[config.mk]
export PLATFORM = sky130hd
export DESIGN_NAME = wb_cmd_master
export DESIGN_NICKNAME = d
export VERILOG_FILES = /design/src/rtl/wb_cmd_master.sv
export SDC_FILE = /design/constraint.sdc
export NUM_CORES = 1
export LEC_CHECK = 0
export CAP_MARGIN = 30
export CORE_UTILIZATION = 43
export DETAILED_ROUTE_END_ITERATION = 7
export HOLD_SLACK_MARGIN = 0.06
export PLACE_DENSITY = 0.8
export SETUP_SLACK_MARGIN = 0.3
export SYNTH_ARGS = -nofsm -noshare
export SYNTH_HDL_FRONTEND = slang
export SYNTH_SLANG_ARGS = --single-unit
[constraint.sdc]
create_clock -name clk -period 2.9 [get_ports clk]
set_clock_uncertainty 0.1 [all_clocks]
set_input_delay 0.87 -clock clk [delete_from_list [all_inputs] [get_ports clk]]
set_output_delay 0.87 -clock clk [all_outputs]
set_load 0.01 [all_outputs]
[src/rtl/wb_cmd_master.sv]
// Wishbone pipelined-mode initiator: one bus cycle per command from a valid/ready
// command port, with read data or a timeout error returned on a valid/ready response port.
module wb_cmd_master #(
  parameter int unsigned ADDR_W         = 32,
  parameter int unsigned DATA_W         = 32,
  parameter int unsigned TIMEOUT_CYCLES = 255
) (
  input  logic                clk,
  input  logic                reset_n,
  input  logic                cmd_valid,
  output logic                cmd_ready,
  input  logic                cmd_we,
  input  logic [ADDR_W-1:0]   cmd_addr,
  input  logic [DATA_W-1:0]   cmd_wdata,
  output logic                rsp_valid,
  input  logic                rsp_ready,
  output logic [DATA_W-1:0]   rsp_rdata,
  output logic                rsp_err,
  output logic                o_wb_cyc,
  output logic                o_wb_stb,
  output logic                o_wb_we,
  output logic [DATA_W/8-1:0] o_wb_sel,
  output logic [ADDR_W-1:0]   o_wb_addr,
  output logic [DATA_W-1:0]   o_wb_data,
  input  logic                i_wb_ack,
  input  logic                i_wb_stall,
  input  logic [DATA_W-1:0]   i_wb_data
);

  typedef enum logic [1:0] {
    S_IDLE,
    S_REQ,
    S_WAIT,
    S_RESP
  } state_t;

  localparam logic [15:0] TMO_LAST = 16'(TIMEOUT_CYCLES - 1);

  state_t              state_q, state_d;
  logic                we_q, we_d;
  logic [ADDR_W-1:0]   addr_q, addr_d;
  logic [DATA_W-1:0]   wdata_q, wdata_d;
  logic [DATA_W-1:0]   rdata_q, rdata_d;
  logic                err_q, err_d;
  logic [15:0]         tmo_q, tmo_d;
  logic                expire;
  logic                bus_active;

  assign expire = (tmo_q == TMO_LAST);

  always_ff @(posedge clk or negedge reset_n) begin
    if (!reset_n) begin
      state_q <= S_IDLE;
      we_q    <= 1'b0;
      addr_q  <= '0;
      wdata_q <= '0;
      rdata_q <= '0;
      err_q   <= 1'b0;
      tmo_q   <= '0;
    end else begin
      state_q <= state_d;
      we_q    <= we_d;
      addr_q  <= addr_d;
      wdata_q <= wdata_d;
      rdata_q <= rdata_d;
      err_q   <= err_d;
      tmo_q   <= tmo_d;
    end
  end

  // An ack in the expiry cycle completes normally; an ack while stalled in REQ is ignored.
  always_comb begin
    state_d = state_q;
    we_d    = we_q;
    addr_d  = addr_q;
    wdata_d = wdata_q;
    rdata_d = rdata_q;
    err_d   = err_q;
    tmo_d   = tmo_q;
    unique case (state_q)
      S_IDLE: begin
        if (cmd_valid) begin
          state_d = S_REQ;
          we_d    = cmd_we;
          addr_d  = cmd_addr;
          wdata_d = cmd_wdata;
          tmo_d   = '0;
        end
      end
      S_REQ: begin
        tmo_d = tmo_q + 16'd1;
        if (!i_wb_stall && i_wb_ack) begin
          state_d = S_RESP;
          rdata_d = we_q ? '0 : i_wb_data;
          err_d   = 1'b0;
        end else if (expire) begin
          state_d = S_RESP;
          rdata_d = '0;
          err_d   = 1'b1;
        end else if (!i_wb_stall) begin
          state_d = S_WAIT;
        end
      end
      S_WAIT: begin
        tmo_d = tmo_q + 16'd1;
        if (i_wb_ack) begin
          state_d = S_RESP;
          rdata_d = we_q ? '0 : i_wb_data;
          err_d   = 1'b0;
        end else if (expire) begin
          state_d = S_RESP;
          rdata_d = '0;
          err_d   = 1'b1;
        end
      end
      S_RESP: begin
        if (rsp_ready) begin
          state_d = S_IDLE;
        end
      end
      default: state_d = S_IDLE;
    endcase
  end

  // Outputs decode straight from the state register so reset clears them asynchronously.
  assign bus_active = (state_q == S_REQ) || (state_q == S_WAIT);
  assign cmd_ready  = (state_q == S_IDLE);
  assign rsp_valid  = (state_q == S_RESP);
  assign rsp_rdata  = rdata_q;
  assign rsp_err    = err_q;
  assign o_wb_cyc   = bus_active;
  assign o_wb_stb   = (state_q == S_REQ);
  assign o_wb_we    = bus_active & we_q;
  assign o_wb_sel   = bus_active ? '1 : '0;
  assign o_wb_addr  = bus_active ? addr_q : '0;
  assign o_wb_data  = bus_active ? wdata_q : '0;

endmodule

# Yosys cells after proc, flatten, opt, wreduce, memory -nomap -nowiden
# Cells that the tools add are included.
[classes] n_mux=22 n_reduce_logical=10 bitwise=1 addsub=1 eq_ne=8
[op_table] cell="two-way mux 32 bit" n=6
[op_table] cell="case mux 32 bit (2 select lines)" n=1
[op_table] cell="case mux 16 bit (2 select lines)" n=1
[op_table] cell="adder 16 x 1 -> 16 bit (second input constant)" n=1
[op_table] cell="== test 16 x 8 -> 1 bit (second input constant)" n=1
[op_table] cell="two-way mux 16 bit" n=1
[op_table] cell="two-way mux 2 bit" n=7
[op_table] cell="case mux 2 bit (4 select lines)" n=1
[op_table] cell="== test 2 bit (second input constant)" n=2
[op_table] cell="two-way mux 4 bit" n=1
[op_table] cell="!= test 4 x 2 -> 1 bit (second input constant)" n=1
[op_table] cell="AND reduction 2 bit" n=2
[op_table] cell="AND reduction 4 bit" n=1
[op_table] cell="nonzero test 2 bit" n=2
[op_table] cell="two-way mux 1 bit" n=3
[op_table] cell="!= test 3 bit (second input constant)" n=1
[op_table] cell="== test 2 x 1 -> 1 bit (second input constant)" n=1
[op_table] cell="logical NOT 2 bit" n=1
[op_table] cell="!= test 2 x 1 -> 1 bit (second input constant)" n=1
[op_table] cell="!= test 2 bit (second input constant)" n=1
[op_table] cell="case mux 1 bit (2 select lines)" n=1
[op_table] cell="OR reduction 2 bit" n=1
[op_table] cell="bitwise AND 1 bit" n=1
[op_table] cell="logical AND 1 bit" n=1
[op_table] cell="other kinds (2)" n=2
[word_totals] reg_bits=116 inputBits=103 wordCells=49 output_inout_bits=106

# Logic depth before layout (Yosys ltp)
# Gate-level depths: netlist of the first run.
[depth] word_depth=4 mapped_depth=8 ltp_nobuf=6

# Worst setup path before layout of the first run
# No wires, ideal clock.
[synth_timing] path_type="reg-to-output" start="register state_q[1]" end="output o_wb_data[22]" path_slack_ns=0.322 t_required_ns=1.930 t_arrival_ns=1.608 path_stages_with_launch=6 cell_sequence="dfrtp_1 -> inv_1 -> ha_1 -> clkbuf_1 -> clkbuf_1 -> and2_1"
[synth_between] elab_chain_cells=3 word_cells_on_any_way=4 classes_between="eq/ne: 2; mux: 1; reduce/logical: 1"
[synth_lines] element="start, declared" line="39" source="state_t state_q, state_d;"
[synth_lines] element="start signal, assigned" line="61" source="state_q <= state_d;"
[synth_lines] element="== test 2 x 1 -> 1 bit / == test 2 bit (equally long branches)" line="126" source="assign bus_active = (state_q == S_REQ) || (state_q == S_WAIT);"
[synth_lines] element="logical OR 1 bit (*)" line="126"
[synth_lines] element="via o_wb_cyc" line="19" source="output logic o_wb_cyc,"
[synth_lines] element="two-way mux 32 bit (*)" line="136" source="assign o_wb_data = bus_active ? wdata_q : '0;"
[synth_lines] element="end, declared" line="24" source="output logic [DATA_W-1:0] o_wb_data,"
# The timed path passes the listed nets; every way through them passes the cells marked *.

# Final worst setup path of the first run
[layout_timing] start="register state_q[1]" end="output o_wb_addr[23]"
[layout_between] elab_chain_cells=3 word_cells_on_any_way=4 classes_between="eq/ne: 2; mux: 1; reduce/logical: 1"
[layout_lines] element="== test 2 x 1 -> 1 bit / == test 2 bit (equally long branches)" line="126"
[layout_lines] element="logical OR 1 bit (*)" line="126"
[layout_lines] element="two-way mux 32 bit (*)" line="135" source="assign o_wb_addr = bus_active ? addr_q : '0;"
[layout_lines] element="end, declared" line="23" source="output logic [ADDR_W-1:0] o_wb_addr,"
# Every way passes the cells marked *; elsewhere a longest branch is shown, timed or not.

==> out/qor.csv, run 1 <==
stage,metric,value,unit
cells_and_area,drive_gt1_frac,0.368,
synth,postSynthAreaPerCell,12.6,um^2
synth,synth_nets,518,
synth,yosys.area_share.simple,0.138,
critical_path,path_cells,"inv_2, ha_4, buf_12, buf_12, and2_1, buf_2",
critical_path,crit_start,state_q[1],
cells_and_area,fin_cells,790,
power,powerDensity,1310,nW/um^2
critical_path,crit_required,1930,ps
synth,async_flop_share,1.00,
synth,synth_xor_area_frac,0.0119,
synth,synth.mux.area_fraction,0.153,
cts,clk_latency,410,ps
global_route,antenna_found_initial,0,
critical_path,cp-start-kind,flop,
sta,period_needed,2670,ps
cts,cts_sinks,116,
floorplanning,initial_core_util,0.446,
cts,clk_path_buf_depth,2,
global_route,grt_overflow,0,
sta,report.final.slew_viol_count,0,
global_route,grt_usage,0.241,
synth,yosysWarningCount,0,
cells_and_area,seqCellArea,2900,um^2
sta,tightestPinTransition,452,ps
synth,synth_top_cell_by_area,dfrtp_1,
cells_and_area,finalNetCount,746,
global_route,grt_start_max_net_pins,59,
critical_path,critPathMaxFanout,9,
synth,syn_inst,408,
critical_path,critPathCaptureType,output port,
sta,fmax,374,MHz
cts,htreeDepth,4,
synth,synth_top_family_by_area,multiplexers,
cts,clk_pin_slew,50,ps
placed_design,post-dp-hpwl,9300,um
cells_and_area,multi_input_area,2190,um^2
floorplanning,coreArea,11600,um^2
floorplanning,chipWidth,112,um
detailed_routing,dr.pass1.iters,7,
cts,cts_hold_buf,0,
outcome,violations,DRC,
cells_and_area,antennaDiodeCount,0,
synth,yosys.cell_types.count,40,
sta,rsz0062_at_grt,yes,
critical_path,path_class,flop to output port,
critical_path,r2r-start,state_q[1],
sta,setup_viol,0,
critical_path,cpMostUsedCell,buf_12,
detailed_routing,routed_via_density,5.24,
cells_and_area,syn2layout_area_growth,59.5,%
detailed_routing,vias,4142,
floorplanning,rows,39,
floorplanning,pin_count,209,
placed_design,portBuffers,208,
hold_path,hold_class,primary input to async pin,
synth,synth_area,5160,um^2
global_route,grt_pass1_wl,22900,um
cts,numCtsBuffers,17,
detailed_routing,drt-initial-drc-count,283,
placed_design,gp_congestion,0.743,
power,ir_worst_vdd,0.762,mV
critical_path,path_depth,6,
detailed_routing,wl_per_cell,18.3,um
job,maxCapViolCount,0,
cells_and_area,final_cell_mix,"134 x clkdlybuf4s50_1, 116 x dfrtp_1, 67 x mux2_2",
placed_design,dp.cells,743,
sta,fin_crit_sh,0.921,
cells_and_area,design_area,8220,um^2
cells_and_area,fill_cells,791,
critical_path,slowest_delay,370,ps
critical_path,cp_slowest_cell,dfrtp_1,
critical_path,critPathBufInv,4,
synth,synth_edf_count,0,
placed_design,place_area,7430,um^2
cts,clock_tree.root_cell,clkbuf_16,
global_route,grt_pass1_vias,4401,
synth,yosys.area_share.adder,0.0170,
synth,synth_compound_area_frac,0.0857,
synth,synth.area.top_cells,"dfrtp_1 56%, mux2_2 15%, and2_1 8.1%",
detailed_routing,drcViolationCount,14,
synth,netlist.area_leader.share,0.563,
critical_path,critPathTopFamily,buffers and inverters,
floorplanning,die_y,112,um
outcome,outcome,"complete, but fails checks",
synth,ys_ff_latch,116,
cells_and_area,utilization,0.711,
sta,finalHoldViolCount,0,
floorplanning,dieArea,12400,um^2
cts,cts_tree,done,
sta,finalSetupTns,0,ps
power,p_leak,3.75,nW
detailed_routing,wl,14400,um
critical_path,r2r_cells,9,
sta,whs,313,ps
cells_and_area,layout_commonest_cell,clkdlybuf4s50_1,
synth,ys.flop_type,dfrtp_1,
critical_path,cp_data_arrival_time,1700,ps
synth,seq_area_frac_synth,0.563,
sta,max-slew-margin-rel,0.690,
detailed_routing,ant_nets,0,
==> power by group <==
part	leakage, nW	switching [mW]	total [mW]	internal [mW]
logic	2.05	2.46	6.15	3.68
clock network	0.260	0.711	1.85	1.14
registers	1.43	0.426	2.76	2.33
total	3.75	3.60	10.8	7.15
==> per-layer routing <==
layer	vias to the layer above	track usage	wire [um]
met5	-	0	0
met4	0	0.0838	234
met3	20	0.0920	1090
met2	169	0.412	7460
met1	2068	0.275	5650
li1	1885	-	-
==> worst reg2reg max path: cells and delay by family, from the launching register on <==
kind            cells  cell delay (ps)
simple gates        2              610
buf+inv             4              510
flops               1              370
fa+ha+maj           1              320
mux                 1              210
compound gates      1              150
==> registers in the layout, indices dropped and copies added, names as in the netlist <==
| name | flops |
|---|---|
| rsp_err | 1 |
| rsp_rdata | 32 |
| state_q | 2 |
| tmo_q | 16 |
| addr_q | 32 |
| wdata_q | 32 |
| we_q | 1 |
==> cell usage after synthesis (2+ instances only) <==
| library cell | count |
|---|---|
| nor2b_1 | 2 |
| or3_1 | 2 |
| o31ai_1 | 4 |
| nor4b_1 | 2 |
| and2_1 | 67 |
| dfrtp_1 | 116 |
| a22o_1 | 34 |
| nand3_1 | 5 |
| nor3b_1 | 2 |
| ha_1 | 7 |
| nor2_1 | 12 |
| mux2_2 | 67 |
| nor3_1 | 2 |
| buf_2 | 7 |
| mux2i_1 | 2 |
| buf_4 | 4 |
| or4_1 | 4 |
| clkbuf_1 | 16 |
| and3_1 | 2 |
| nand2_1 | 5 |
| o21ai_0 | 5 |
| xnor2_1 | 3 |
| a21oi_1 | 10 |
| xor2_1 | 4 |
| nand4_1 | 3 |
| inv_1 | 7 |
==> worst paths after layout <==
kind                                      end  slack [ps]
min in group clk                    addr_q[7]         400
max in group asynchronous           addr_q[9]        1740
worst min register to register      addr_q[7]         400
worst max-delay path            o_wb_addr[23]         230
worst max register to register      tmo_q[14]         540
worst min-delay path                 tmo_q[1]         310
==> cells by family after synthesis <==
family,after synthesis
DFF,116
and+or+nand+nor,115
adders and majority gates,7
buffers and inverters,35
AOI/OAI and AO/OA,58
xor gates and xnor gates,7
muxes,70
==> timing repair <==
item	4_1_cts	5_1_grt
setup buffers	10	0
cloned	6	1
resized for setup	314	49
endpoints found under the setup margin	72	71
pin swaps	2	1
==> area by class of cell <==
type                       count  share of cell area
clock inverter                 9             0.00700
multi-input combinational    257               0.267
clock buffer                  21              0.0572
tap                          143              0.0218
timing repair buffer         237               0.291
inverter                       7             0.00319
sequential                   116               0.353
==> metrics by stage <==
stage | worst slack, ps | total power [mW]
global route | 153 | 11.3
detailed placement | 114 | 7.75
finish | 229 | 10.8
floorplan | 322 | 5.14
global placement | 148 | 7.62
CTS | 237 | 10.2
Note: power is estimated with default switching activity, not from simulation.
==> inputs of run 2 (changes only) <==
--- a/config.mk
+++ b/config.mk
@@ -11,6 +11,8 @@
 export HOLD_SLACK_MARGIN = 0.06
 export PLACE_DENSITY = 0.8
 export SETUP_SLACK_MARGIN = 0.3
+export SLEW_MARGIN = 20
 export SYNTH_ARGS = -nofsm -noshare
 export SYNTH_HDL_FRONTEND = slang
 export SYNTH_SLANG_ARGS = --single-unit
+export TNS_END_PERCENT = 50
==> run 2 against run 1 <==
The run still ends with DRC left. Global-route usage shrank 0.083 points. Wire length decreased by 1.7%. Design area fell by 0.50%. Sequential share of layout area increased by 0.18 points. Cell count unchanged. Die area stayed put. First-iteration DRC count increased by 2.1%. Critical path type unchanged. Highest routed layer unchanged.
==> out/qor.csv, run 2 (same netlist as run 1, synthesis figures left out) <==
stage,metric,value,unit,change
sta,worst_slack,247,ps,+18.1 ps
sta,finalHoldViolCount,0,,unchanged
cells_and_area,final_cell_mix,"136 x clkdlybuf4s50_1, 116 x dfrtp_1, 67 x mux2_2",,
sta,setup_viol,0,,unchanged
global_route,grt_overflow,0,,unchanged
power,p_leak,3.72,nW,-0.79%
hold_path,hold_class,primary input to async pin,,
cells_and_area,drive_gt1_frac,0.352,,-0.0155
sta,max-slew-margin-rel,0.692,,+0.00155
cts,cts_tree,done,,
detailed_routing,drcViolationCount,14,,unchanged
cells_and_area,utilization,0.708,,-0.00357
critical_path,cp_data_arrival_time,1680,ps,-20 ps
detailed_routing,vias,4102,,-0.97%
critical_path,path_class,flop to output port,,
cts,htreeDepth,4,,unchanged
floorplanning,dieArea,12400,um^2,unchanged
outcome,outcome,"complete, but fails checks",,
global_route,grt_start_max_net_pins,59,,unchanged
critical_path,cp-start-kind,flop,,
power,powerDensity,1290,nW/um^2,-1.2%
cells_and_area,antennaDiodeCount,0,,unchanged
critical_path,critPathCaptureType,output port,,
outcome,violations,DRC,,
global_route,antenna_found_initial,0,,unchanged
sta,fin_crit_sh,0.915,,-0.00624
floorplanning,chipWidth,112,um,unchanged
floorplanning,rows,39,,unchanged
floorplanning,pin_count,209,,unchanged
cts,clk_path_buf_depth,2,,unchanged
placed_design,post-dp-hpwl,9300,um,unchanged
critical_path,crit_start,state_q[1],,
detailed_routing,routed_via_density,5.19,,-0.97%
cts,clk_pin_slew,50,ps,about the same
cells_and_area,syn2layout_area_growth,58.7,%,
critical_path,crit_required,1930,ps,about the same
sta,rsz0062_at_grt,yes,,
floorplanning,coreArea,11600,um^2,unchanged
cts,clk_latency,400,ps,about the same
floorplanning,initial_core_util,0.446,,unchanged
placed_design,portBuffers,208,,unchanged
detailed_routing,wl,14200,um,-1.7%
cells_and_area,layout_commonest_cell,clkdlybuf4s50_1,,
critical_path,r2r-start,state_q[1],,
sta,fmax,377,MHz,+0.68%
detailed_routing,ant_nets,0,,unchanged
detailed_routing,drt-initial-drc-count,289,,+2.1%
global_route,grt_usage,0.240,,-0.000834
sta,finalSetupTns,0,ps,unchanged
sta,period_needed,2650,ps,-18.1 ps
detailed_routing,dr.pass1.iters,7,,unchanged
global_route,grt_pass1_wl,22800,um,-0.42%
detailed_routing,wl_per_cell,18.0,um,-1.7%
cells_and_area,finalNetCount,746,,unchanged
placed_design,gp_congestion,0.743,,unchanged
cells_and_area,fin_cells,790,,unchanged
critical_path,r2r_cells,9,,unchanged
critical_path,critPathMaxFanout,9,,unchanged
critical_path,cp-endpoint,o_wb_addr[23],,
floorplanning,die_y,112,um,unchanged
global_route,grt_pass1_vias,4383,,-0.41%
cts,cts_sinks,116,,unchanged
placed_design,dp_slack,114,ps,unchanged
critical_path,rrSetupSlack,560,ps,+20 ps
critical_path,r2r_end,tmo_q[14],,
sta,report.final.slew_viol_count,0,,unchanged
cts,clock_tree.root_cell,clkbuf_16,,
sta,whs,313,ps,+0.133 ps
sta,tightestPinTransition,449,ps,-2.26 ps
job,maxCapViolCount,0,,unchanged
cts,numCtsBuffers,17,,unchanged
power,ir_worst_vdd,0.759,mV,-0.37%
placed_design,dp.cells,743,,unchanged
## run 2: cell count changes in the layout (fill, tap and decap cells not counted), sizes merged
cell           previous run  this run
dlymetal6s2s              1         0
buf                      96        92
clkdlybuf4s50           134       136
clkbuf                   25        24
dlygate4sd2               2         6
## run 2: area by class of cell
cell class              count  area (um^2)
clock buffers              21          470
clock inverters             9         57.6
fillers                   802         3380
inverters                   7         26.3
multi-input cells         257         2180
flip-flops and latches    116         2900
well taps                 143          179
repair buffers            237         2370
## run 2: worst min-delay path by stage
stage	end	slack [ps]	start
floorplan	addr_q[17]	370	addr_q[17]
global placement	addr_q[14]	380	addr_q[14]
detailed placement	wdata_q[25]	390	wdata_q[25]
CTS	tmo_q[5]	310	reset_n
global route	tmo_q[5]	330	reset_n
finish	tmo_q[1]	310	reset_n
## run 2: through the flow
| step | power (mW) | cell area [um^2] |
|---|---|---|
| finish | 10.6 | 8180 |
| global route | 11.2 | 8180 |
| CTS | 10.1 | 8050 |
| detailed placement | 7.75 | 7430 |
| global placement | 7.62 | 7430 |
| floorplan | 5.14 | 5160 |
## run 2: routing by layer
metal,GRT usage,wire length [um],vias to the layer above
met5,0,0,-
met4,0.0775,242,0
met1,0.274,5560,2023
met2,0.415,7220,171
met3,0.0904,1160,21
li1,-,-,1887
## run 2: critical path: stages, from the launching register on
cell     delay (ps)
dfrtp_1         370
inv_2            60
ha_4            310
buf_12          150
buf_12          130
and2_1          130
buf_2           130
## run 2: repair_timing
action / in CTS / in global routing
gates cloned: 5 / 2
gates resized for setup: 282 / 53
pin swaps: 1 / 1
setup endpoints to repair: 72 / 72
hold buffers: 0 / 0
setup buffers: 10 / 0
## run 2: where the power goes
| part | internal [mW] | switching (mW) |
|---|---|---|
| sequential | 2.33 | 0.418 |
| combinational | 3.57 | 2.40 |
| clock | 1.14 | 0.710 |
